--- config.mk ---
export PLATFORM = sky130hd
export DESIGN_NAME = ws2812_frame_sequencer
export DESIGN_NICKNAME = d
export VERILOG_FILES = /design/src/rtl/ws2812_pkg.sv /design/src/rtl/ws2812_latch_timer.sv /design/src/rtl/ws2812_frame_sequencer.sv
export SDC_FILE = /design/constraint.sdc
export NUM_CORES = 1
export LEC_CHECK = 0
export CAP_MARGIN = 10
export CORE_MARGIN = 2
export CORE_UTILIZATION = 48
export DETAILED_ROUTE_END_ITERATION = 16
export PLACE_DENSITY_LB_ADDON = 0.1
export SYNTH_ARGS = -nofsm -noshare
export SYNTH_HDL_FRONTEND = slang
export SYNTH_HIERARCHICAL = 1
export SYNTH_SLANG_ARGS = --single-unit
--- constraint.sdc ---
create_clock -name clk -period 3.3 [get_ports clk]
set_clock_uncertainty 0.1 [all_clocks]
set_input_delay 0.66 -clock clk [delete_from_list [all_inputs] [get_ports clk]]
set_output_delay 0.66 -clock clk [all_outputs]
set_load 0.01 [all_outputs]
--- src/rtl/ws2812_pkg.sv ---
// ws2812_pkg: shared constants for the WS2812B frame sequencer and bit encoder.
// Holds the state encoding, the GRB word layout, the latch default and the encoder bit timing.
package ws2812_pkg;

  typedef enum logic [1:0] {
    ST_IDLE  = 2'd0,
    ST_FETCH = 2'd1,
    ST_SEND  = 2'd2,
    ST_LATCH = 2'd3
  } state_e;

  localparam int BITS_PER_LED     = 24;
  localparam int LATCH_CYCLES_DEF = 6000;

  // GRB word layout, MSB (green bit 7) goes out first
  localparam int GRB_G_MSB = 23;
  localparam int GRB_G_LSB = 16;
  localparam int GRB_R_MSB = 15;
  localparam int GRB_R_LSB = 8;
  localparam int GRB_B_MSB = 7;
  localparam int GRB_B_LSB = 0;

  // encoder high/low times in clk cycles at 100 MHz
  localparam int T0H_CYCLES = 40;
  localparam int T0L_CYCLES = 85;
  localparam int T1H_CYCLES = 80;
  localparam int T1L_CYCLES = 45;

  function automatic int addr_w(input int n);
    return (n > 1) ? $clog2(n) : 1;
  endfunction

endpackage

--- src/rtl/ws2812_latch_timer.sv ---
// ws2812_latch_timer: loadable down-counter that flags the last cycle of the latch gap.
// Ports: clk, reset (sync, active high), load (start a gap), done (high on final count).
module ws2812_latch_timer
  import ws2812_pkg::*;
#(
  parameter int CYCLES = LATCH_CYCLES_DEF
) (
  input  logic clk,
  input  logic reset,
  input  logic load,
  output logic done
);

  localparam int TW = $clog2(CYCLES + 1);

  logic [TW-1:0] cnt_q;
  logic [TW-1:0] cnt_d;

  // after load the count reads CYCLES, so the value 1
  // marks the CYCLES-th cycle of the gap
  always_comb begin
    cnt_d = cnt_q;
    if (load) begin
      cnt_d = TW'(CYCLES);
    end else if (cnt_q != '0) begin
      cnt_d = cnt_q - TW'(1);
    end
  end

  always_ff @(posedge clk) begin
    if (reset) begin
      cnt_q <= '0;
    end else begin
      cnt_q <= cnt_d;
    end
  end

  assign done = (cnt_q == TW'(1));

endmodule

--- src/rtl/ws2812_frame_sequencer.sv ---
// ws2812_frame_sequencer: fetches GRB words, feeds bits to the encoder, then holds the latch gap.
// Ports: clk, reset, start, pixAddr/pixData (sync-read store), bitValid/bitData/bitDone,
// busy, frameDone. Macro WS2812_AUTO_REFRESH_EN makes frames repeat after each latch gap.
module ws2812_frame_sequencer
  import ws2812_pkg::*;
#(
  parameter int NUM_LEDS     = 4,
  parameter int LATCH_CYCLES = LATCH_CYCLES_DEF
) (
  input  logic                        clk,
  input  logic                        reset,
  input  logic                        start,
  output logic [addr_w(NUM_LEDS)-1:0] pixAddr,
  input  logic [BITS_PER_LED-1:0]     pixData,
  output logic                        bitValid,
  output logic                        bitData,
  input  logic                        bitDone,
  output logic                        busy,
  output logic                        frameDone
);

  localparam int AW = addr_w(NUM_LEDS);
  localparam int LW = $clog2(NUM_LEDS + 1);

  localparam logic [4:0]    LAST_BIT = 5'(BITS_PER_LED - 1);
  localparam logic [LW-1:0] LAST_LED = LW'(NUM_LEDS - 1);

  state_e                  state_q, state_d;
  logic [AW-1:0]           addr_q, addr_d;
  logic [BITS_PER_LED-1:0] shift_q, shift_d;
  logic [BITS_PER_LED-1:0] hold_q, hold_d;
  logic [4:0]              bit_cnt_q, bit_cnt_d;
  logic [LW-1:0]           led_cnt_q, led_cnt_d;
  logic                    fetch_ph_q, fetch_ph_d;
  logic [1:0]              pf_q, pf_d;
  logic                    tmr_load;
  logic                    tmr_done;

  ws2812_latch_timer #(
    .CYCLES(LATCH_CYCLES)
  ) u_latch (
    .clk  (clk),
    .reset(reset),
    .load (tmr_load),
    .done (tmr_done)
  );

  always_comb begin
    state_d    = state_q;
    addr_d     = addr_q;
    shift_d    = shift_q;
    hold_d     = hold_q;
    bit_cnt_d  = bit_cnt_q;
    led_cnt_d  = led_cnt_q;
    fetch_ph_d = 1'b0;
    // pf tracks the read latency: address out, then data back
    pf_d       = {pf_q[0], 1'b0};
    tmr_load   = 1'b0;

    if (pf_q[1]) begin
      hold_d = pixData;
    end

    unique case (1'b1)
      (state_q == ST_IDLE): begin
        if (start) begin
          state_d = ST_FETCH;
          addr_d  = '0;
        end
      end
      (state_q == ST_FETCH): begin
        if (!fetch_ph_q) begin
          fetch_ph_d = 1'b1;
        end else begin
          shift_d   = pixData;
          bit_cnt_d = '0;
          led_cnt_d = '0;
          state_d   = ST_SEND;
          if (NUM_LEDS > 1) begin
            addr_d = AW'(1);
            pf_d   = 2'b01;
          end
        end
      end
      (state_q == ST_SEND): begin
        if (bitDone) begin
          if (bit_cnt_q != LAST_BIT) begin
            shift_d   = {shift_q[BITS_PER_LED-2:0], 1'b0};
            bit_cnt_d = bit_cnt_q + 5'd1;
          end else begin
            bit_cnt_d = '0;
            if (led_cnt_q == LAST_LED) begin
              state_d   = ST_LATCH;
              led_cnt_d = '0;
              shift_d   = '0;
              tmr_load  = 1'b1;
            end else begin
              // prefetched word goes straight in: no bubble
              shift_d   = hold_q;
              led_cnt_d = led_cnt_q + LW'(1);
              if ((32'(led_cnt_q) + 32'd2) < 32'(NUM_LEDS)) begin
                addr_d = AW'(32'(led_cnt_q) + 32'd2);
                pf_d   = 2'b01;
              end
            end
          end
        end
      end
      (state_q == ST_LATCH): begin
        if (tmr_done) begin
          addr_d = '0;
`ifdef WS2812_AUTO_REFRESH_EN
          state_d = ST_FETCH;
`else
          state_d = ST_IDLE;
`endif
        end
      end
      default: begin
        state_d = ST_IDLE;
      end
    endcase
  end

  always_ff @(posedge clk) begin
    if (reset) begin
      state_q    <= ST_IDLE;
      addr_q     <= '0;
      shift_q    <= '0;
      hold_q     <= '0;
      bit_cnt_q  <= '0;
      led_cnt_q  <= '0;
      fetch_ph_q <= 1'b0;
      pf_q       <= '0;
    end else begin
      state_q    <= state_d;
      addr_q     <= addr_d;
      shift_q    <= shift_d;
      hold_q     <= hold_d;
      bit_cnt_q  <= bit_cnt_d;
      led_cnt_q  <= led_cnt_d;
      fetch_ph_q <= fetch_ph_d;
      pf_q       <= pf_d;
    end
  end

  assign pixAddr   = addr_q;
  assign bitValid  = (state_q == ST_SEND);
  assign bitData   = bitValid & shift_q[GRB_G_MSB];
  assign frameDone = (state_q == ST_LATCH) & tmr_done;

`ifdef WS2812_AUTO_REFRESH_EN
  assign busy = (state_q != ST_IDLE);
`else
  // busy drops together with the frameDone pulse
  assign busy = (state_q != ST_IDLE) & ~frameDone;
`endif

endmodule
==> impl_metrics.tcl, run 1 <==
set metrics [dict create \
    path_clk_slew_ns 0.07 \
    clk-insertion-delay-late_ns 0.35 \
    die_h_um 91.5 \
    worst_slack_ns 0.180 \
    wire_length_per_cell_after_detailed_routing_um 15.3 \
    cellLeakagePower_uw 0.00162 \
    hold_path_class "reg2reg" \
    number_of_input_and_output_port_buffers_inserted 33 \
    worst_path_largest_cell_delay_ns 0.54 \
    detail-route-antenna-nets 0 \
    mappedNetlistArea_um2 3680 \
    gp_congestion 0.878 \
    ir_worst_vdd_v 0.000318 \
    cp_max_fo 7 \
    cts_tree "done" \
    clock_tree.htree_level_count 3 \
    cp.buffers_inverters 1 \
    setup.worst_path.end_class "primary output" \
    design.die.area_um2 8380 \
    initial_antenna_violation_count 0 \
    area_added_between_synthesis_and_finish_pct 17.3 \
    critPathLaunchType "flop" \
    nNetsFinal 488 \
    global_route.usage.total_pct 21.4 \
    criticalPathCategory "reg2out" \
    ctsLongestPathBuffers 2 \
    final_hold_violations 0 \
    critical-path-slowest-cell "clkdlybuf4s50_1" \
    synthesis.area_per_instance_um2 8.66 \
    finalMaxSlewViolations 0 \
    die_w_um 91.5 \
    start_util_pct 50.2 \
    transition_time_at_the_pin_with_the_least_slew_margin_ns 0.816 \
    core-area_um2 7330 \
    layout-drive-gt1-share_pct 10.3 \
    io_pins 34 \
    drc_errors 0 \
    placement.setup.worst_slack_ns 0.480 \
    outcome "completed" \
    cts.root.buffer_cell "clkbuf_8" \
    drt-vias-per-instance 5.81 \
    fin_cells 554 \
    detailedRoute.firstPassIterationCount 5 \
    yosysUniqueCellTypes 53 \
    timing.max_slew.rel_slack_pct 45.6 \
    synthesis.instances 425 \
    hold_slack_ns 0.356 \
    drt-total-wl_mm 8.49 \
    rows 31 \
    crit_chain "nor3_4 -> nand3_1 -> nor4bb_2 -> and2_1 -> clkdlybuf4s50_1" \
    detailedRoute.firstIterationViolations 236 \
    clkSinkCount 76 \
    synthArstFlopShare_pct 0 \
    grt_first_pass_wirelength_mm 14.7 \
    crit_path_dat_ns 2.36 \
    postCtsHoldBufs 0 \
    n_fill_cell 673 \
    cts_buffer_count 9 \
    p_per_area_nw_per_um2 854 \
    vias_in_the_first_global_route 3091 \
    n_antenna_cell 0 \
    crit_family "simple AND/OR/NAND/NOR gates" \
    synth.yosys.seq_area_share_pct 41.4 \
    worst_path_required_time_ns 2.54 \
    timing.setup.tns_ns 0 \
    dp_hpwl_mm 5.48 \
    final.period_utilization_pct 94.6 \
    vias 3217 \
    numPlacedInstances 539 \
    max_clock_freq_ghz 0.320 \
    dominantRegCellSynth "dfxtp_1" \
    cap_viol_max_count 0 \
    setup_viol 0 \
    ys_seq_elements 76 \
    grt.overflow.total 0 \
    final_period_minus_worst_setup_slack_ns 3.12 \
    finalPower_uw 3690 \
    synthesis.yosys.warnings 6 \
    synthesis.nets 462 \
    largest_net_degree_at_the_start_of_global_routing 33 \
    synth_edf_count 0 \
    rsz0062_at_grt "false" \
]
==> cell usage in the layout, fill, tap and decap left out, drive strengths merged, types with 6 or more instances in the layout <==
cell,count
dfxtp,76
clkbuf,10
ha,9
or3,7
inv,8
o21ai,30
a21oi,67
nand2,12
nor2,38
a31oi,6
o22ai,24
buf,16
and3,23
mux2i,27
clkdlybuf4s50,32
nand3,7
nor3,10
==> sequential cells by signal (all words and copies together) (netlist names) <==
register / flops
hold_q: 24
shift_q: 24
u_latch/cnt_q: 13
bit_cnt_q: 5
led_cnt_q: 3
pf_q: 2
pixAddr: 2
state_q: 2
fetch_ph_q: 1
==> cell usage after synthesis (3+ instances only) <==
cell,number,area [um^2]
dfxtp_1,76,1520
a21oi_1,67,335
nor2_1,38,143
mux2i_1,27,270
clkbuf_1,26,97.6
o22ai_1,24,150
and3_1,23,144
o21ai_0,20,100
nand2_1,11,41.3
o21ai_1,10,50.1
ha_1,9,113
inv_1,7,26.3
nand3_1,7,35.0
a31oi_1,6,37.5
nor3_1,6,30.0
or3_1,6,37.5
buf_1,4,15.0
nand2b_1,4,25.0
o31ai_1,4,30.0
and2_1,3,18.8
nand4_1,3,18.8
nand4b_1,3,26.3
nor2b_1,3,18.8
o311ai_1,3,26.3
==> cells by family after synthesis <==
| family | share of synthesized area, % |
|---|---|
| compound gates | 23.0 |
| xor+xnor | 0.238 |
| fa+ha+maj | 3.06 |
| buf+inv | 4.63 |
| flops | 41.4 |
| mux | 7.35 |
| simple gates | 20.3 |
==> worst paths after layout <==
check / start / endpoint / slack [ns] / cells after the start
max: u_latch/cnt_q[8] / frameDone / 0.18 / 5
min: pf_q[0] / pf_q[1] / 0.36 / 1
max reg2reg: state_q[0] / bit_cnt_q[4] / 0.65 / 6
min reg2reg: pf_q[0] / pf_q[1] / 0.36 / 1
==> layout make-up <==
| cell class | instances | area, um^2 | share of cell area (%) |
|---|---|---|---|
| multi-input cells | 308 | 2000 | 46.3 |
| flip-flops and latches | 76 | 1520 | 35.3 |
| repair buffers | 48 | 438 | 10.2 |
| clock buffers | 10 | 128 | 2.96 |
| well taps | 99 | 124 | 2.87 |
| clock inverters | 5 | 77.6 | 1.80 |
| inverters | 8 | 30.0 | 0.696 |
==> where the power goes <==
| group | switching (uW) | leakage (uW) | total (uW) | internal, uW |
|---|---|---|---|---|
| sequential | 193 | 0.000619 | 1350 | 1160 |
| clock | 333 | 0.000102 | 753 | 419 |
| combinational | 923 | 0.000898 | 1580 | 658 |
| total | 1450 | 0.00162 | 3690 | 2240 |
==> timing repair <==
| item | 4_1_cts | 5_1_grt |
|---|---|---|
| endpoints found under the setup margin | 0 | 2 |
| resized for setup | 0 | 1 |
| setup buffers | 0 | 0 |
==> per-layer routing <==
metal	vias up	wire [um]	track usage [%]	share of wire, %
met5	-	0	0	0
met4	0	75	4.17	0.88
met3	8	417	5.89	4.9
met2	81	4030	34.4	47
met1	1520	3970	28.8	47
li1	1608	-	-	-
==> stage by stage <==
step	utilization, %	instance area, um^2
global route	58.8	4310
CTS	58.8	4310
floorplan	-	3680
global placement	56.0	4100
detailed placement	56.0	4100
finish	58.8	4310
No activity file was read; power rests on OpenSTA's default activity.
==> run 2: changes to the inputs <==
- CTS_BUF_LIST: default -> sky130_fd_sc_hd__clkbuf_4
==> run 2 against run 1 <==
  * Count of clock-buffer cells in the layout unchanged
  * Die area unchanged
  * Final area decreased by 0.87%
  * Maximum frequency increased by 0.70%
  * Highest routed layer unchanged
  * Clock power decreased by 17%
  * Worst setup slack improved by 0.022 ns
  * Register-to-register slack got worse by 0.02 ns
==> impl_metrics.tcl, run 2 (synthesis gave the netlist of run 1 again) <==
set metrics [dict create \
    outcome "completed" \
    dp_hpwl_mm 5.48 \
    final_common_cell "dfxtp_1" \
    area_added_between_synthesis_and_finish_pct 16.3 \
    final_hold_violations 0 \
    drt-vias-per-instance 5.86 \
    p_per_area_nw_per_um2 839 \
    rsz0062_at_grt "false" \
    gp_congestion 0.878 \
    finalCoreUtilization_pct 58.3 \
    ctsLongestPathBuffers 2 \
    cap_viol_max_count 0 \
    cellLeakagePower_uw 0.00161 \
    grt_first_pass_wirelength_mm 14.7 \
    die_w_um 91.5 \
    layout_common_cells "dfxtp_1, a21oi_1, nor2_1, clkdlybuf4s50_1, mux2i_1" \
    layout-drive-gt1-share_pct 10.9 \
    cts_buffer_count 9 \
    n_antenna_cell 0 \
    largest_net_degree_at_the_start_of_global_routing 33 \
    die_h_um 91.5 \
    clock_tree.htree_level_count 3 \
    transition_time_at_the_pin_with_the_least_slew_margin_ns 0.819 \
    finalMaxSlewViolations 0 \
    critPathLaunchType "flop" \
    cp_max_fo 24 \
    crit_path_dat_ns 2.34 \
    timing.max_slew.rel_slack_pct 45.4 \
    drc_errors 0 \
    vias_in_the_first_global_route 3082 \
    initial_antenna_violation_count 0 \
    largest_registers_ranked_by_flip_flop_count "hold_q (24), shift_q (24), u_latch/cnt_q (13)" \
    critical-path-slowest-cell "ha_1" \
    final_period_minus_worst_setup_slack_ns 3.10 \
    clkSinkCount 76 \
    hp-start "pf_q[0]" \
    worstReg2RegStart "state_q[0]" \
    ff_latch_area_um2 1520 \
    number_of_input_and_output_port_buffers_inserted 33 \
    nNetsFinal 490 \
    setup.worst_path.end_class "primary output" \
    io_pins 34 \
    cts.root.buffer_cell "clkbuf_4" \
    max_clock_freq_ghz 0.323 \
    core-area_um2 7330 \
    area_occupied_by_multi_input_gates_um2 2000 \
    wire_length_per_cell_after_detailed_routing_um 15.4 \
    n_fill_cell 682 \
    timing.setup.tns_ns 0 \
    detailedRoute.firstIterationViolations 238 \
    detailedRoute.firstPassIterationCount 5 \
    cp.buffers_inverters 2 \
    rows 31 \
    crit_family "adder cells" \
    worst_path_required_time_ns 2.54 \
    crit_chain "inv_1 -> ha_1 -> and2_1 -> clkdlybuf4s50_1" \
    timing.reg2reg.setup_slack_ns 0.63 \
    criticalPathCategory "reg2out" \
    global_route.usage.total_pct 21.5 \
    critPathLaunch "state_q[0]" \
    vias 3260 \
    grt.overflow.total 0 \
    start_util_pct 50.2 \
    hold_path_class "reg2reg" \
    path_clk_slew_ns 0.12 \
    cts_tree "done" \
    design.die.area_um2 8380 \
    final.period_utilization_pct 93.9 \
    drt-total-wl_mm 8.59 \
    setup_viol 0 \
    ir_worst_vdd_v 0.000358 \
    clk-insertion-delay-late_ns 0.42 \
    detail-route-antenna-nets 0 \
    worst_path_largest_cell_delay_ns 0.69 \
]
## run 2: changes by cell type in the layout (fill, tap and decap cells not counted)
| cell | delta |
|---|---|
| buf_4 | +2 |
| clkbuf_8 | -9 |
| clkbuf_1 | -1 |
| clkbuf_4 | +10 |
## run 2: routing by layer
metal  global-route usage [%]  share of wire [%]
met2                     34.4                 47
met1                     28.5                 47
met3                     5.89                4.8
met5                        0                  0
met4                     5.68                1.0
## run 2: worst paths after layout
check            endpoint  cells after the start
max               bitData                      4
min               pf_q[1]                      1
max reg2reg  bit_cnt_q[4]                      6
min reg2reg       pf_q[1]                      1
## run 2: timing repair
action	in CTS	in global routing
setup buffers	0	2
setup endpoints to repair	0	2
hold buffers	0	0
gates resized for setup	0	1
## run 2: final cells by class
type	count	share of cell area, %
Tap cell	99	2.90
Sequential cell	76	35.6
Timing Repair Buffer	50	10.6
Inverter	8	0.702
Multi-Input combinational cell	308	46.7
Clock buffer	10	1.76
Clock inverter	5	1.81
## run 2: stage by stage
stage | hold WS, ns | std cells | power (uW) | cell area [um^2] | setup WS, ns
after global placement | 0.342 | 539 | 2900 | 4100 | 0.536
after floorplan | 0.330 | 425 | 2490 | 3680 | 0.877
final | 0.366 | 556 | 3590 | 4280 | 0.201
after CTS | 0.364 | 554 | 3550 | 4260 | 0.0115
after detailed placement | 0.348 | 539 | 2920 | 4100 | 0.480
after global routing | 0.371 | 556 | 3870 | 4280 | 0.0472
## run 2: where the power goes
part / switching (uW) / total [uW] / internal (uW)
combinational: 937 / 1620 / 681
clock: 313 / 622 / 310
sequential: 191 / 1350 / 1160
==> run 3: changes to the inputs <==
- PLACE_DENSITY_LB_ADDON: 0.1 -> 0.15
- clock period: 3.3 -> 3.88 ns (I/O delays scaled with it)
==> run 3 against run 2 <==
  * Largest cell class unchanged
  * Worst setup slack improved by 0.33 ns
  * Register-to-register slack improved by 0.47 ns
  * Highest routed layer unchanged
  * Final area decreased by 1.5%
  * Core utilization decreased by 0.85 points
  * Sequential share of layout area increased by 0.53 points
  * Combinational power decreased by 19%
  * Total power decreased by 17%
==> impl_metrics.tcl, run 3 (synthesis gave the netlist of run 1 again) <==
set metrics [dict create \
    final_common_cell "dfxtp_1" \
    finalCoreUtilization_pct 57.5 \
    grt_first_pass_wirelength_mm 15.2 \
    rsz0062_at_grt "false" \
    hold_path_end "led_cnt_q[2]" \
    ctsLongestPathBuffers 2 \
    numPlacedInstances 534 \
    vias 3267 \
    vias_in_the_first_global_route 3193 \
    p_per_area_nw_per_um2 710 \
    transition_time_at_the_pin_with_the_least_slew_margin_ns 0.828 \
    initial_antenna_violation_count 0 \
    reg2reg_depth 7 \
    detailedRoute.firstIterationViolations 197 \
    cp_max_fo 8 \
    grt.overflow.total 0 \
    n_antenna_cell 0 \
    final.period_utilization_pct 86.2 \
    postCtsHoldBufs 0 \
    largest_net_degree_at_the_start_of_global_routing 33 \
    timing.setup.tns_ns 0 \
    worst_slack_ns 0.536 \
    design.die.area_um2 8380 \
    global_route.usage.total_pct 22.4 \
    core-area_um2 7330 \
    area_added_between_synthesis_and_finish_pct 14.6 \
    placement.setup.worst_slack_ns 0.979 \
    layout_common_cells "dfxtp_1, a21oi_1, nor2_1, clkdlybuf4s50_1, mux2i_1" \
    cts_repair_resize_count 0 \
    ff_latch_area_um2 1520 \
    detail-route-antenna-nets 0 \
    detailedRoute.firstPassIterationCount 5 \
    timing.max_slew.rel_slack_pct 44.8 \
    io_pins 34 \
    finalMaxSlewViolations 0 \
    hold_path_class "reg2reg" \
    timing.reg2reg.setup_slack_ns 1.10 \
    nNetsFinal 483 \
    drt-vias-per-instance 5.94 \
    clkSinkCount 76 \
    start_util_pct 50.2 \
    dp_hpwl_mm 5.72 \
    drc_errors 0 \
    final_hold_violations 0 \
    area_occupied_by_multi_input_gates_um2 1990 \
    setup.worst_path.end_class "primary output" \
    drt-total-wl_mm 8.98 \
    path_clk_slew_ns 0.11 \
    rows 31 \
    n_fill_cell 690 \
    largest_registers_ranked_by_flip_flop_count "hold_q (24), shift_q (24), u_latch/cnt_q (13)" \
    clk-insertion-delay-late_ns 0.42 \
    fin_cells 550 \
    outcome "completed" \
    clock_tree.htree_level_count 3 \
    cellLeakagePower_uw 0.00158 \
    hp-start "led_cnt_q[2]" \
    postPlaceCellArea_um2 4070 \
    wire_length_per_cell_after_detailed_routing_um 16.3 \
    max_clock_freq_ghz 0.299 \
    number_of_input_and_output_port_buffers_inserted 33 \
    crit_path_dat_ns 2.47 \
    setup_viol 0 \
    cts_post_setup_buffers_inserted 0 \
    gp_congestion 0.870 \
    critPathLaunchType "flop" \
    worstReg2RegStart "state_q[0]" \
    worstReg2RegEnd "state_q[0]" \
    worstHoldPathCells 1 \
    die_h_um 91.5 \
    cap_viol_max_count 0 \
    criticalPathCategory "reg2out" \
    worst_path_required_time_ns 3.00 \
    final_area_um2 4210 \
    final_period_minus_worst_setup_slack_ns 3.34 \
    cts.root.buffer_cell "clkbuf_4" \
    layout-drive-gt1-share_pct 8.87 \
    cts_buffer_count 9 \
    ir_worst_vdd_v 0.000241 \
    die_w_um 91.5 \
    cts_tree "done" \
]
## run 3: critical path, cell delays in order, from the launching register on
cell and delay, ns:
dfxtp_1 0.39, nor3_4 0.37, nand3_1 0.20, nor4bb_1 0.37, and2_1 0.20, clkdlybuf4s50_1 0.54
## run 3: worst max-delay path by stage
| stage | cells after the start | startpoint | slack, ns | endpoint |
|---|---|---|---|---|
| finish | 5 | u_latch/cnt_q[5] | 0.54 | frameDone |
| global route | 5 | u_latch/cnt_q[5] | 0.37 | frameDone |
| CTS | 5 | u_latch/cnt_q[5] | 0.50 | frameDone |
| detailed placement | 5 | bitDone | 0.98 | led_cnt_q[2] |
| global placement | 5 | bitDone | 1.02 | led_cnt_q[2] |
| floorplan | 7 | u_latch/cnt_q[5] | 1.46 | state_q[0] |
## run 3: routing by layer
metal	global-route usage, %	up-vias	part of all wire (%)
met1	28.3	1550	45
met2	37.4	90	49
li1	-	1615	-
met5	0	-	0
met4	6.94	0	1.1
met3	5.81	12	4.5
## run 3: where the power goes
part	switching, uW	internal, uW	total, uW
Combinational	796	520	1320
Sequential	167	984	1150
Clock	273	253	526
Total	1240	1760	2990
## run 3: final cells by class
| type | instances | area share, % |
|---|---|---|
| clock buffers | 9 | 1.60 |
| clock inverters | 7 | 1.93 |
| inverters | 8 | 0.713 |
| multi-input cells | 308 | 47.2 |
| flip-flops and latches | 76 | 36.1 |
| well taps | 99 | 2.94 |
| repair buffers | 43 | 9.50 |
## run 3: through the flow
stage          hold slack [ns]  power [uW]
2_1_floorplan            0.330        2110
3_5_place_dp             0.351        2450
6_report                 0.369        2990
4_1_cts                  0.366        2990
3_3_place_gp             0.340        2410
5_1_grt                  0.378        3190
